`src/rtl/pc_next_unit_pkg.sv`:
```
// Shared types and default constants for the next-PC unit and its priority selector.
package pc_next_unit_pkg;

  typedef enum logic [1:0] {
    BOOT = 2'd0,
    RUN  = 2'd1,
    PEND = 2'd2
  } state_t;

  localparam int          DEF_ADDR_W      = 64;
  localparam int          DEF_NUM_SRC     = 2;
  localparam int          DEF_INSTR_BYTES = 4;
  localparam logic [63:0] DEF_RESET_PC    = 64'h0;

  // Index width for a channel count, never narrower than one bit.
  function automatic int idx_width(input int n);
    return (n > 1) ? $clog2(n) : 1;
  endfunction

endpackage

```
`src/rtl/pc_next_unit_prio_sel.sv`:
```
// pc_prio_sel: combinational lowest-index-wins redirect selector.
// Latency 0 cycles; no backpressure, the caller decides what to do with the winner.
module pc_prio_sel
  import pc_next_unit_pkg::*;
#(
  parameter int NUM_SRC = DEF_NUM_SRC,
  parameter int ADDR_W  = DEF_ADDR_W
) (
  input  logic [NUM_SRC-1:0]               redir_valid,
  input  logic [NUM_SRC*ADDR_W-1:0]        redir_target,
  output logic                             sel_vld,
  output logic [idx_width(NUM_SRC)-1:0]    sel_idx,
  output logic [ADDR_W-1:0]                sel_dat
);

  localparam int IDX_W = idx_width(NUM_SRC);

  // Walk from the top so the lowest asserted index is the last writer.
  always_comb begin
    sel_vld = 1'b0;
    sel_idx = '0;
    sel_dat = '0;
    for (int i = NUM_SRC - 1; i >= 0; i--) begin
      if (redir_valid[i]) begin
        sel_vld = 1'b1;
        sel_idx = IDX_W'(i);
        sel_dat = redir_target[i*ADDR_W +: ADDR_W];
      end
    end
  end

endmodule

```
`src/rtl/pc_next_unit.sv`:
```
// Next-PC generator: sequential fetch with prioritised redirects; ALIGN_CHECK_EN rejects misaligned targets.
// Latency 1 cycle; pc_ready low holds pc, and a redirect seen while stalled parks in PEND.
module pc_next_unit
  import pc_next_unit_pkg::*;
#(
  parameter int                ADDR_W      = DEF_ADDR_W,
  parameter int                NUM_SRC     = DEF_NUM_SRC,
  parameter int                INSTR_BYTES = DEF_INSTR_BYTES,
  parameter logic [ADDR_W-1:0] RESET_PC    = ADDR_W'(DEF_RESET_PC)
) (
  input  logic                      clk,
  input  logic                      rst_n,
  input  logic [NUM_SRC-1:0]        redir_valid,
  input  logic [NUM_SRC*ADDR_W-1:0] redir_target,
  input  logic                      pc_ready,
  output logic [ADDR_W-1:0]         pc,
  output logic                      pc_valid,
  output logic                      flush
`ifdef ALIGN_CHECK_EN
  ,
  output logic                      align_err
`endif
);

  localparam int                IDX_W    = idx_width(NUM_SRC);
  localparam logic [ADDR_W-1:0] OFF_MASK = ADDR_W'(INSTR_BYTES - 1);
  localparam logic [ADDR_W-1:0] PC_INC   = ADDR_W'(INSTR_BYTES);

  state_t             state, state_nxt;
  logic [ADDR_W-1:0]  pc_nxt;
  logic [ADDR_W-1:0]  pend_dat, pend_dat_nxt;
  logic [IDX_W-1:0]   pend_idx, pend_idx_nxt;
  logic               flush_nxt;
  logic               align_nxt;
  logic [ADDR_W-1:0]  release_dat;

  logic               sel_vld;
  logic [IDX_W-1:0]   sel_idx;
  logic [ADDR_W-1:0]  sel_dat;
  logic [ADDR_W-1:0]  win_dat;
  logic               win_reject;

  pc_prio_sel #(
    .NUM_SRC (NUM_SRC),
    .ADDR_W  (ADDR_W)
  ) u_prio_sel (
    .redir_valid  (redir_valid),
    .redir_target (redir_target),
    .sel_vld      (sel_vld),
    .sel_idx      (sel_idx),
    .sel_dat      (sel_dat)
  );

`ifdef ALIGN_CHECK_EN
  assign win_dat    = sel_dat;
  assign win_reject = sel_vld && ((sel_dat & OFF_MASK) != '0);
`else
  // Offset bits are simply dropped so every loaded PC is instruction aligned.
  assign win_dat    = sel_dat & ~OFF_MASK;
  assign win_reject = 1'b0;
`endif

  assign pc_valid = (state == RUN);

  always_ff @(posedge clk or negedge rst_n) begin
    if (!rst_n) begin
      state    <= BOOT;
      pc       <= RESET_PC;
      pend_dat <= '0;
      pend_idx <= '0;
      flush    <= 1'b0;
    end else begin
      state    <= state_nxt;
      pc       <= pc_nxt;
      pend_dat <= pend_dat_nxt;
      pend_idx <= pend_idx_nxt;
      flush    <= flush_nxt;
    end
  end

`ifdef ALIGN_CHECK_EN
  always_ff @(posedge clk or negedge rst_n) begin
    if (!rst_n) begin
      align_err <= 1'b0;
    end else begin
      align_err <= align_nxt;
    end
  end
`endif

  always_comb begin
    state_nxt    = state;
    pc_nxt       = pc;
    pend_dat_nxt = pend_dat;
    pend_idx_nxt = pend_idx;
    flush_nxt    = 1'b0;
    align_nxt    = 1'b0;
    release_dat  = pend_dat;

    unique case (state)
      BOOT: begin
        state_nxt = RUN;
      end

      RUN: begin
        if (win_reject) begin
          align_nxt = 1'b1;
        end else if (sel_vld) begin
          flush_nxt = 1'b1;
          if (pc_ready) begin
            pc_nxt = win_dat;
          end else begin
            pend_dat_nxt = win_dat;
            pend_idx_nxt = sel_idx;
            state_nxt    = PEND;
          end
        end else if (pc_ready) begin
          pc_nxt = pc + PC_INC;
        end
      end

      PEND: begin
        if (win_reject) begin
          align_nxt = 1'b1;
        end else begin
          // Equal index replaces too: the newest redirect from a channel supersedes its older one.
          if (sel_vld && (sel_idx <= pend_idx)) begin
            pend_dat_nxt = win_dat;
            pend_idx_nxt = sel_idx;
            release_dat  = win_dat;
            flush_nxt    = 1'b1;
          end
          if (pc_ready) begin
            pc_nxt    = release_dat;
            state_nxt = RUN;
          end
        end
      end

      default: begin
        state_nxt = BOOT;
      end
    endcase
  end

endmodule

```
`config.mk`:
```
export PLATFORM = sky130hd
export DESIGN_NAME = pc_next_unit
export DESIGN_NICKNAME = d
export VERILOG_FILES = /design/src/rtl/pc_next_unit_pkg.sv /design/src/rtl/pc_next_unit_prio_sel.sv /design/src/rtl/pc_next_unit.sv
export SDC_FILE = /design/constraint.sdc
export NUM_CORES = 1
export LEC_CHECK = 0
export ABC_AREA = 1
export CAP_MARGIN = 20
export CORE_ASPECT_RATIO = 1.25
export CORE_MARGIN = 3
export CORE_UTILIZATION = 56
export DETAILED_ROUTE_END_ITERATION = 12
export GPL_TIMING_DRIVEN = 1
export PLACE_DENSITY = 0.87
export SYNTH_ARGS = -nofsm -noshare
export SYNTH_HDL_FRONTEND = slang
export SYNTH_HIERARCHICAL = 1
export SYNTH_SLANG_ARGS = --single-unit
```
`constraint.sdc`:
```
create_clock -name clk -period 4.77 [get_ports clk]
set_clock_uncertainty 0.2 [all_clocks]
set_input_delay 0.954 -clock clk [delete_from_list [all_inputs] [get_ports clk]]
set_output_delay 0.954 -clock clk [all_outputs]
set_load 0.05 [all_outputs]
```
==> Yosys cells after proc, flatten, opt, wreduce, memory -nomap -nowiden <==
Cells that the tools add are included.
{ "totals": {"reg_bits": 132} }
{ "op_classes": {"n_lt_le_gt_ge": 1, "addsub": 1, "n_mux": 25, "reduce_logical": 7, "n_eq_ne": 7} }
{ "op_table": {"columns": ["operator", "count"], "rows": [
  ["64-bit 2-to-1 mux", 9],
  ["64-bit case mux with 2 select lines", 2],
  ["64-bit by 3-bit adder with 64-bit output, second input constant", 1],
  ["3-bit AND reduction", 3],
  ["1-bit 2-to-1 mux", 8],
  ["2-bit inequality test, second input constant", 4],
  ["2-bit 2-to-1 mux", 3],
  ["2-bit case mux with 3 select lines", 1],
  ["1-bit case mux with 2 select lines", 2],
  ["4-bit AND reduction", 1],
  ["2-bit by 1-bit equality test with 1-bit output, second input constant", 1],
  ["2-bit equality test, second input constant", 1],
  ["2-bit logical NOT", 1],
  ["2-bit by 1-bit inequality test with 1-bit output, second input constant", 1],
  ["2-bit nonzero test", 1],
  ["1-bit less-or-equal comparator", 1],
  ["1-bit logical AND", 1]
]} }

==> Logic depth before layout (Yosys ltp) <==
{ "logic_depth": {"word_depth": 7, "depth_mapped": 14, "depth_no_buf": 11} }

==> Modules after synthesis <==
Netlist, hierarchy kept.
{ "by_module_without_submodules": {"columns": ["module", "n_inst", "seq_area_each_um2", "area_per_inst_um2", "cells_each"], "rows": [
  ["pc_next_unit", 1, 3303.2, 8403.1, 1214],
  ["pc_prio_sel", 1, 0.0, 975.9, 217]
]} }

==> Least setup slack after synthesis <==
Ideal clock, no wire load.
{ "synth_timing": {"path_kind": "input -> register", "start": "in redir_valid[1]", "end": "reg pc[41]", "required_ns": 4.441, "path_stages": 11, "setup_slack_ns": 2.057, "t_arrival_ns": 2.385, "path_cell_list": "buf_4 -> buf_4 -> inv_2 -> nand2_1 -> inv_2 -> nor2_1 -> nand2_1 -> inv_2 -> buf_2 -> a221oi_1 -> a21oi_2"} }
{ "synth_lines": {"columns": ["item", "line_no", "text"], "rows": [
  ["from (decl)", "pc_next_unit.sv:13", "input logic [NUM_SRC-1:0] redir_valid,"],
  ["1-bit 2-to-1 mux * (2 in series)", "pc_next_unit_prio_sel.sv:24", "if (redir_valid[i]) begin"],
  ["named net sel_vld", "pc_next_unit.sv:37", "logic sel_vld;"],
  ["1-bit logical AND", "pc_next_unit.sv:127", "if (sel_vld && (sel_idx <= pend_idx)) begin"],
  ["64-bit 2-to-1 mux", null, null],
  ["64-bit 2-to-1 mux", "pc_next_unit.sv:133", "if (pc_ready) begin"],
  ["64-bit case mux with 2 select lines *", "pc_next_unit.sv:100", "unique case (state)"],
  ["to (signal assigned)", "pc_next_unit.sv:74", "pc <= pc_nxt;"],
  ["to (decl)", "pc_next_unit.sv:16", "output logic [ADDR_W-1:0] pc,"]
]} }
Mark *: on every way through the listed nets, which the timed path passes. The rest lies on a longest branch. The select of a mux whose other input is x is not followed.
A chain may end at the register's enable or synchronous reset.

==> Worst setup path in the final report <==
{ "layout_timing": {"start": "in redir_valid[0]", "end": "reg pend_dat[21]"} }
{ "layout_lines": {"columns": ["item", "line_no", "text"], "rows": [
  ["1-bit 2-to-1 mux *", "pc_next_unit_prio_sel.sv:24", null],
  ["named net sel_vld", "pc_next_unit.sv:37", null],
  ["1-bit logical AND", "pc_next_unit.sv:127", null],
  ["64-bit 2-to-1 mux", "pc_next_unit.sv:127", null],
  ["64-bit case mux with 2 select lines", "pc_next_unit.sv:100", null],
  ["to (signal assigned)", "pc_next_unit.sv:75", "pend_dat <= pend_dat_nxt;"],
  ["to (decl)", "pc_next_unit.sv:31", "logic [ADDR_W-1:0] pend_dat, pend_dat_nxt;"]
]} }
Marks and branches as above.

==> metrics <==
design area 11,900 µm²; Vias 10.3k; Hold-fix buffers, CTS 0; area growth from synthesis to layout 27.6%; per-cell routed wire length 17.4 µm; Gate Count Post-Synth 1,425; DP HPWL 22,500 µm; Die X 122 µm; Root Driver clkbuf_16; Starting Density 0.575; Worst Tran Pin Value 951 ps; std cell rows 52; 1st-pass router iterations 5; highest clock rate 0.261 GHz; input/output buffers 194; mean number of vias per cell 5.71; Hold Startpoint pend_dat[3]; Post-Syn Area 9350 µm²; most frequent CP cell inv_2; global-route wire length before repair 49,300 µm; net count after synthesis 1,562; final hold vios 0; commonest non-fill, non-tap cell in the layout nand2_1; clock sink count 132; antenna fix cells 0; max incr delay on CP 520 ps; Final Slew Violations 0; TNS Setup 0 ps; remaining global-route overflow 0; pwr dens 671 nW/µm²; post-synthesis area per instance 6.56 µm²; drt drc 0; WP data arrival 3970 ps; final-report setup violation count 0; dpl cell area 11,300 µm²; global placer's final weighted congestion 1.01; All-Layer GR Usage 0.343; Critical Path Start Type input pin; sw frac 0.509; Cells after DPL 1,777; initial antenna violation count 0; Layout Cells excl Fill 1,809; vias in the first global route 9,940; slowest CP cell nor2_1; Reg power frac 0.284; Worst Setup SP redir_valid[0]; CTS resizes 0; Pleak 0.00547 µW; total power 8000 µW; layout cells sized above 1 0.0609; combinational share of power 0.543; Critical Path, Cell by Cell buf_2 > inv_2 > nand2_1 > buf_4 > a21boi_1 > nor2_1 > inv_2 > nor2_4 > inv_2 > buf_12 > o21ai_0; total CTS buffers 17; Clock power frac 0.173; clock slew at reported path FFs 60 ps; largest net degree at the start of global routing 73; Clock Path Buffers 2; Die ar. 18,300 µm²; run status complete, no violations; DR iter-0 viols 1,005; RSZ-0062 raised after global routing false; CP required 4900 ps; Slew headroom 0.366; cell internal pwr 3930 µW; Sw Pwr 4080 µW; crit path time final 3840 ps; HP Class reg2reg; Core ar. 16,300 µm²; hold slack 273 ps; H-tree depth 4; Die Y 150 µm; nets@finish 1,717; wirelength, routed 31,400 µm; number of warnings issued by yosys 6; max cap viols 0; crit-path max FO 61; CTS tree yes; Worst setup EP type flip-flop; # IOs 199; type of the worst setup path in2reg; Skew-Pair Late Insertion Delay 430 ps; commonest non-fill, non-tap cells in the layout nand2_1 (406), nor2_1 (201), clkdlybuf4s50_1 (191); maximum VDD drop 0.825 mV; Antenna Nets Post-Route 0; setup bufs post-CTS 0; final worst-path cycle share 0.804; r2r startpoint state[0]
[final timing paths]
check	to	slack, ps	cells after the start
max	pend_dat[21]	930	11
min	pend_dat[3]	270	2
max reg2reg	pc[11]	1480	6
min reg2reg	pend_dat[3]	270	2
max in group asynchronous	pend_dat[22]	3080	2
min in group asynchronous	pend_dat[49]	440	1
[area by class of cell]
cell class | count | area [µm²]
clock buffer | 21 | 470
fill | 1322 | 4330
multi-input combinational | 1080 | 5140
clock inverter | 11 | 150
tap | 216 | 270
timing repair buffer | 209 | 2070
sequential | 132 | 3300
inverter | 140 | 526
[power by group through the flow]
| stage | Combinational (µW) | Clock, µW | Sequential, µW |
|---|---|---|---|
| 2_1_floorplan | 2150 | 0 | 3020 |
| 3_3_place_gp | 4180 | 0 | 2240 |
| 3_5_place_dp | 4280 | 0 | 2260 |
| 4_1_cts | 4330 | 1380 | 2250 |
| 5_1_grt | 4730 | 1430 | 2330 |
| 6_report | 4350 | 1380 | 2280 |
[state kept, by name, indices dropped and copies added, names as in the netlist]
register,count
pc,64
pend_dat,64
state,2
flush,1
pend_idx,1
[per-stage QoR]
| stage | utilization | setup WS [ps] |
|---|---|---|
| after global routing | 0.734 | 669 |
| after global placement | 0.695 | 665 |
| after CTS | 0.734 | 986 |
| final | 0.734 | 933 |
| after floorplan | - | 2060 |
| after detailed placement | 0.695 | 591 |
[metal layers]
layer	part of all wire	track usage
met5	0	0
met2	0.51	0.614
met1	0.39	0.412
met3	0.066	0.0413
met4	0.035	0.148
[critical path: cells and delay by family]
| kind | cells | cell delay [ps] |
|---|---|---|
| AO/OA/AOI/OAI | 2 | 370 |
| buffers and inverters | 6 | 1710 |
| AND/OR/NAND/NOR | 3 | 900 |
(Power assumes the default switching activity.)
